File: src/rtl/sel_parity_misr.sv
// sel_parity_misr
//   Two-stage select/polarity/parity pipeline with a valid/ready output
//   stream, a saturating transfer counter and an optional MISR signature.
//
//   Optional feature macro: SEL_PARITY_MISR_EN
//     defined   -> signature register and MISR feedback are built
//     undefined -> signature is tied to 0; clr only clears xfer_cnt
//
//   Ports
//     clk, rst                  clock, synchronous active-high reset
//     in_valid / in_ready       input handshake (in_ready depends combinationally on out_ready)
//     sel, pol   [CHANNELS]     per-lane select and polarity
//     bus_a..bus_d [DATA_W]     shared data buses
//     out_valid / out_ready     output handshake
//     par        [DATA_W]       XOR of all lane words
//     all_one                   AND of all lane words is all ones
//     clr                       synchronous clear of signature and counter
//     signature  [MISR_W]       MISR state
//     xfer_cnt   [CNT_W]        saturating count of output transfers

// Per-lane word selection: pol picks the true (a/b) or inverted (c/d) pair.
module sel_parity_misr_lane #(
    parameter int DATA_W = 4
) (
    input  logic              sel_i,
    input  logic              pol_i,
    input  logic [DATA_W-1:0] bus_a_i,
    input  logic [DATA_W-1:0] bus_b_i,
    input  logic [DATA_W-1:0] bus_c_i,
    input  logic [DATA_W-1:0] bus_d_i,
    output logic [DATA_W-1:0] m_o
);
    always_comb begin
        if (pol_i) m_o = ~(sel_i ? bus_c_i : bus_d_i);
        else       m_o =   sel_i ? bus_a_i : bus_b_i;
    end
endmodule

module sel_parity_misr #(
    parameter int                CHANNELS  = 4,
    parameter int                DATA_W    = 4,
    parameter int                MISR_W    = 16,
    parameter logic [MISR_W-1:0] MISR_POLY = 16'h1021,
    parameter int                CNT_W     = 16
) (
    input  logic                clk,
    input  logic                rst,
    input  logic                in_valid,
    output logic                in_ready,
    input  logic [CHANNELS-1:0] sel,
    input  logic [CHANNELS-1:0] pol,
    input  logic [DATA_W-1:0]   bus_a,
    input  logic [DATA_W-1:0]   bus_b,
    input  logic [DATA_W-1:0]   bus_c,
    input  logic [DATA_W-1:0]   bus_d,
    output logic                out_valid,
    input  logic                out_ready,
    output logic [DATA_W-1:0]   par,
    output logic                all_one,
    input  logic                clr,
    output logic [MISR_W-1:0]   signature,
    output logic [CNT_W-1:0]    xfer_cnt
);
    logic [CHANNELS-1:0][DATA_W-1:0] m_d, m_q;
    logic                            s1_valid_q, s2_valid_q;
    logic [DATA_W-1:0]               par_d, par_q;
    logic                            all_one_d, all_one_q;
    logic                            s1_load, s2_load, in_fire, out_fire;
    logic [CNT_W-1:0]                cnt_d, cnt_q;

    for (genvar c = 0; c < CHANNELS; c++) begin : g_lane
        sel_parity_misr_lane #(.DATA_W(DATA_W)) u_lane (
            .sel_i   (sel[c]),
            .pol_i   (pol[c]),
            .bus_a_i (bus_a),
            .bus_b_i (bus_b),
            .bus_c_i (bus_c),
            .bus_d_i (bus_d),
            .m_o     (m_d[c])
        );
    end

    // A stage may load when it is empty or when the stage after it drains.
    assign s2_load  = !s2_valid_q | out_ready;
    assign s1_load  = !s1_valid_q | s2_load;
    assign in_ready = s1_load;
    assign in_fire  = in_valid & in_ready;
    assign out_fire = s2_valid_q & out_ready;

    always_ff @(posedge clk) begin
        if (rst) begin
            s1_valid_q <= 1'b0;
            m_q        <= '0;
        end else if (s1_load) begin
            s1_valid_q <= in_valid;
            if (in_valid) m_q <= m_d;
        end
    end

    always_comb begin
        logic [DATA_W-1:0] and_w;
        par_d = '0;
        and_w = '1;
        for (int c = 0; c < CHANNELS; c++) begin
            par_d = par_d ^ m_q[c];
            and_w = and_w & m_q[c];
        end
        all_one_d = &and_w;
    end

    // Stage-2 data only moves on a load with a valid stage-1 word, so it
    // stays stable while the output is stalled.
    always_ff @(posedge clk) begin
        if (rst) begin
            s2_valid_q <= 1'b0;
            par_q      <= '0;
            all_one_q  <= 1'b0;
        end else if (s2_load) begin
            s2_valid_q <= s1_valid_q;
            if (s1_valid_q) begin
                par_q     <= par_d;
                all_one_q <= all_one_d;
            end
        end
    end

    assign out_valid = s2_valid_q;
    assign par       = par_q;
    assign all_one   = all_one_q;

    always_comb begin
        cnt_d = cnt_q;
        if (out_fire && cnt_q != {CNT_W{1'b1}}) cnt_d = cnt_q + CNT_W'(1);
    end

    always_ff @(posedge clk) begin
        if (rst || clr) cnt_q <= '0;
        else            cnt_q <= cnt_d;
    end

    assign xfer_cnt = cnt_q;

`ifdef SEL_PARITY_MISR_EN
    logic [MISR_W-1:0] sig_d, sig_q;

    // Galois MISR: shift, fold taps when the MSB falls out, inject {par, all_one}.
    always_comb begin
        sig_d = sig_q;
        if (out_fire)
            sig_d = (sig_q << 1)
                  ^ (sig_q[MISR_W-1] ? MISR_POLY : '0)
                  ^ MISR_W'({par_q, all_one_q});
    end

    // clr wins over a same-cycle transfer: that result is not folded in.
    always_ff @(posedge clk) begin
        if (rst || clr) sig_q <= '0;
        else            sig_q <= sig_d;
    end

    assign signature = sig_q;
`else
    assign signature = '0;
`endif

endmodule
File: config.mk
export PLATFORM = sky130hd
export DESIGN_NAME = sel_parity_misr
export DESIGN_NICKNAME = d
export VERILOG_FILES = /design/src/rtl/sel_parity_misr.sv
export SDC_FILE = /design/constraint.sdc
export NUM_CORES = 1
export LEC_CHECK = 0
export BUFFER_PORTS_ARGS = -buffer_cell sky130_fd_sc_hd__buf_2
export CORE_ASPECT_RATIO = 0.6
export CORE_MARGIN = 3
export CORE_UTILIZATION = 30
export CTS_BUF_LIST = sky130_fd_sc_hd__clkbuf_2
export CTS_CLUSTER_SIZE = 14
export DETAILED_ROUTE_END_ITERATION = 10
export GPL_TIMING_DRIVEN = 0
export HOLD_SLACK_MARGIN = 0.05
export PLACE_DENSITY_LB_ADDON = 0.3
export SKIP_LAST_GASP = 1
export SLEW_MARGIN = 15
export SYNTH_ARGS = -nofsm -noshare
export SYNTH_HDL_FRONTEND = slang
export SYNTH_SLANG_ARGS = --single-unit
File: constraint.sdc
create_clock -name clk -period 4.61 [get_ports clk]
set_input_delay 0.922 -clock clk [delete_from_list [all_inputs] [get_ports clk]]
set_output_delay 0.922 -clock clk [all_outputs]
set_load 0.02 [all_outputs]
==> impl_metrics.ini <==
[run_status]
outcome = completed

[yosys]
synth_area_per_cell_um2 = 7.60
synth-seq-area-share = 0.337
syn_inst = 305
ys.warnings.count = 0
yosysTopAreaCellShare = 0.337
ys_types = 35
synth_largest_area_cell = dfxtp_1
synth_area_leaders = dfxtp_1 (34%), a21oi_1 (11%), a211oi_1 (10%), nor2_1 (8.7%), buf_4 (5.2%)
synth_seq_cells = 39
post_synth_instance_area_um2 = 2320

[critical_path]
path_max_fanout = 10
cp_slowest_stage_delay_ns = 0.85
worstSetupPathType = register to register
worst_setup_path_end_kind = register
worst-endpoint-required_ns = 4.93
cp_cell_sequence = ha_1 -> nand3_1 -> nor4_2 -> clkbuf_1 -> o21ai_0 -> a21oi_1
worstPathArrival_ns = 2.85
crit_slowest_cell = nor4_2
startpoint_type = register

[timing]
setup_viol = 0
tns_ns = 0
rsz0062_at_grt = no
min_period_ns = 2.53
tightest_slew_ns = 0.909
drv_slew = 0
slew_headroom = 0.389
fin_skew_ns = 0.0224
fin_crit_sh = 0.550
fmax_mhz = 395
finalHoldViolations = 0

[die]
die_area_um2 = 8850
pin_count = 68
die_h_um = 74.1
core_um2 = 7390
std_cell_rows = 24
die_w_um = 119
initial_core_util = 0.314

[min_path]
min_path_type = register to register

[global_routing]
antenna_found_initial = 0
grt_max_degree = 12
grt_pass1_wl_mm = 10.1
grt_pass1_vias = 1990
overflow = 0
grt_use_total = 0.140

[final_layout]
final_common_cell = nor2_1
final_nets = 404
drive_above_1_share = 0.194
antenna_cells = 0
layout.cells.non_filler = 475
syn_to_final_growth_pct = 19.0
final_cell_mix = nor2_1 (54), a21oi_1 (50), buf_2 (44)
final_core_util = 0.373

[place]
place_congestion = 0.825
placed_cells = 467
port_buffers = 43
place_hpwl_mm = 5.04

[clocking]
cts_buffer_depth = 2
cts_buffers = 5
clock_sinks = 39
hold_buffers = 0
cts.repair.resized = 0
cts_tree = done
cts_setup_buffers = 0
clock-root-buffer = clkbuf_2
clkLatencyLatePin_ns = 0.38
htree_levels = 2
clk_pin_slew_worst_paths_ns = 0.19

[detailed_routing]
drc_errors = 0
drtAntennaViolNets = 0
wirelength_mm = 6.36
viasPerCell = 5.01
wl_per_cell_um = 13.4
dr.pass1.iters = 5
drtIter0Drc = 146
vias = 2381

[power_and_ir_drop]
p_leak_nw = 1.09
ir_worst_vdd_uv = 70.2
p_total_w = 0.000660
power.density_nw_per_um2 = 240

[flow_run]
drv_cap = 0
cells in the mapped netlist, drive strengths merged:
cell type,number
xnor2,8
o21ai,7
xor2,1
and4,2
nor3,1
or2,2
a21bo,1
a211oi,32
a21oi,50
mux2i,4
and3,1
clkbuf,17
conb,1
dfxtp,39
nand3,6
inv,4
nor4,2
a31o,1
nand3b,1
nand2b,1
o2111ai,1
nand2,7
ha,5
and2,4
o31ai,7
or4,10
or3,5
nor2,54
nand4,9
buf,22
layout make-up:
type                       instances  area, µm²
inverter                           4       15.0
clock buffer                       6       30.0
timing repair buffer              43        215
fill                             812       4630
clock inverter                     2       7.51
buffer                            39        208
sequential                        39        781
tap                              104        130
multi-input combinational        238       1370
sequential cells by signal, summed over array words and instances, names as in the netlist:
signal / flops
m_q: 16
xfer_cnt: 16
par: 4
out_valid: 1
s1_valid_q: 1
all_one: 1
metrics by stage:
step	area [µm²]	setup WS [ns]	hold slack [ns]
final	2760	2.08	0.490
after global routing	2760	1.94	0.521
after CTS	2760	2.17	0.489
after detailed placement	2720	2.05	0.467
after global placement	2720	2.04	0.468
after floorplan	2370	2.29	0.455
critical path, delay by kind of cell (launching register included):
kind,cells,cell delay (ns)
flops,1,0.44
buf+inv,1,0.44
fa+ha+maj,1,0.23
simple gates,2,1.05
compound gates,2,0.30
layer usage:
| metal | GRT usage | share of wire |
|---|---|---|
| met1 | 0.216 | 0.53 |
| met2 | 0.198 | 0.40 |
| met4 | 0.0266 | 0.0039 |
| met5 | 0 | 0 |
| met3 | 0.0319 | 0.064 |
report_power, final:
part / switching, W / internal [W]
sequential: 0.0000114 / 0.000354
combinational: 0.0000879 / 0.0000620
clock: 0.000109 / 0.0000366
total: 0.000208 / 0.000452
path summary, 6_finish.rpt:
| path | start | end | slack (ns) | depth (start not counted) |
|---|---|---|---|---|
| worst min register to register | all_one$_SDFFE_PP0P_ | all_one$_SDFFE_PP0P_ | 0.49 | 2 |
| worst min-delay path | all_one$_SDFFE_PP0P_ | all_one$_SDFFE_PP0P_ | 0.49 | 2 |
| worst max register to register | xfer_cnt[0]$_SDFFE_PP0P_ | xfer_cnt[7]$_SDFFE_PP0P_ | 2.08 | 6 |
| worst max-delay path | xfer_cnt[0]$_SDFFE_PP0P_ | xfer_cnt[7]$_SDFFE_PP0P_ | 2.08 | 6 |
kinds of logic after synthesis:
group | after synthesis | share of synthesized area
AND/OR/NAND/NOR | 105 | 0.226
AO/OA/AOI/OAI | 99 | 0.261
buffers and inverters | 43 | 0.0961
flip-flops | 39 | 0.337
XOR/XNOR | 9 | 0.0340
adder cells (fa/ha/maj) | 5 | 0.0270
multiplexers | 4 | 0.0173
other | 1 | 0.00162
No activity file was read; power rests on OpenSTA's default activity.
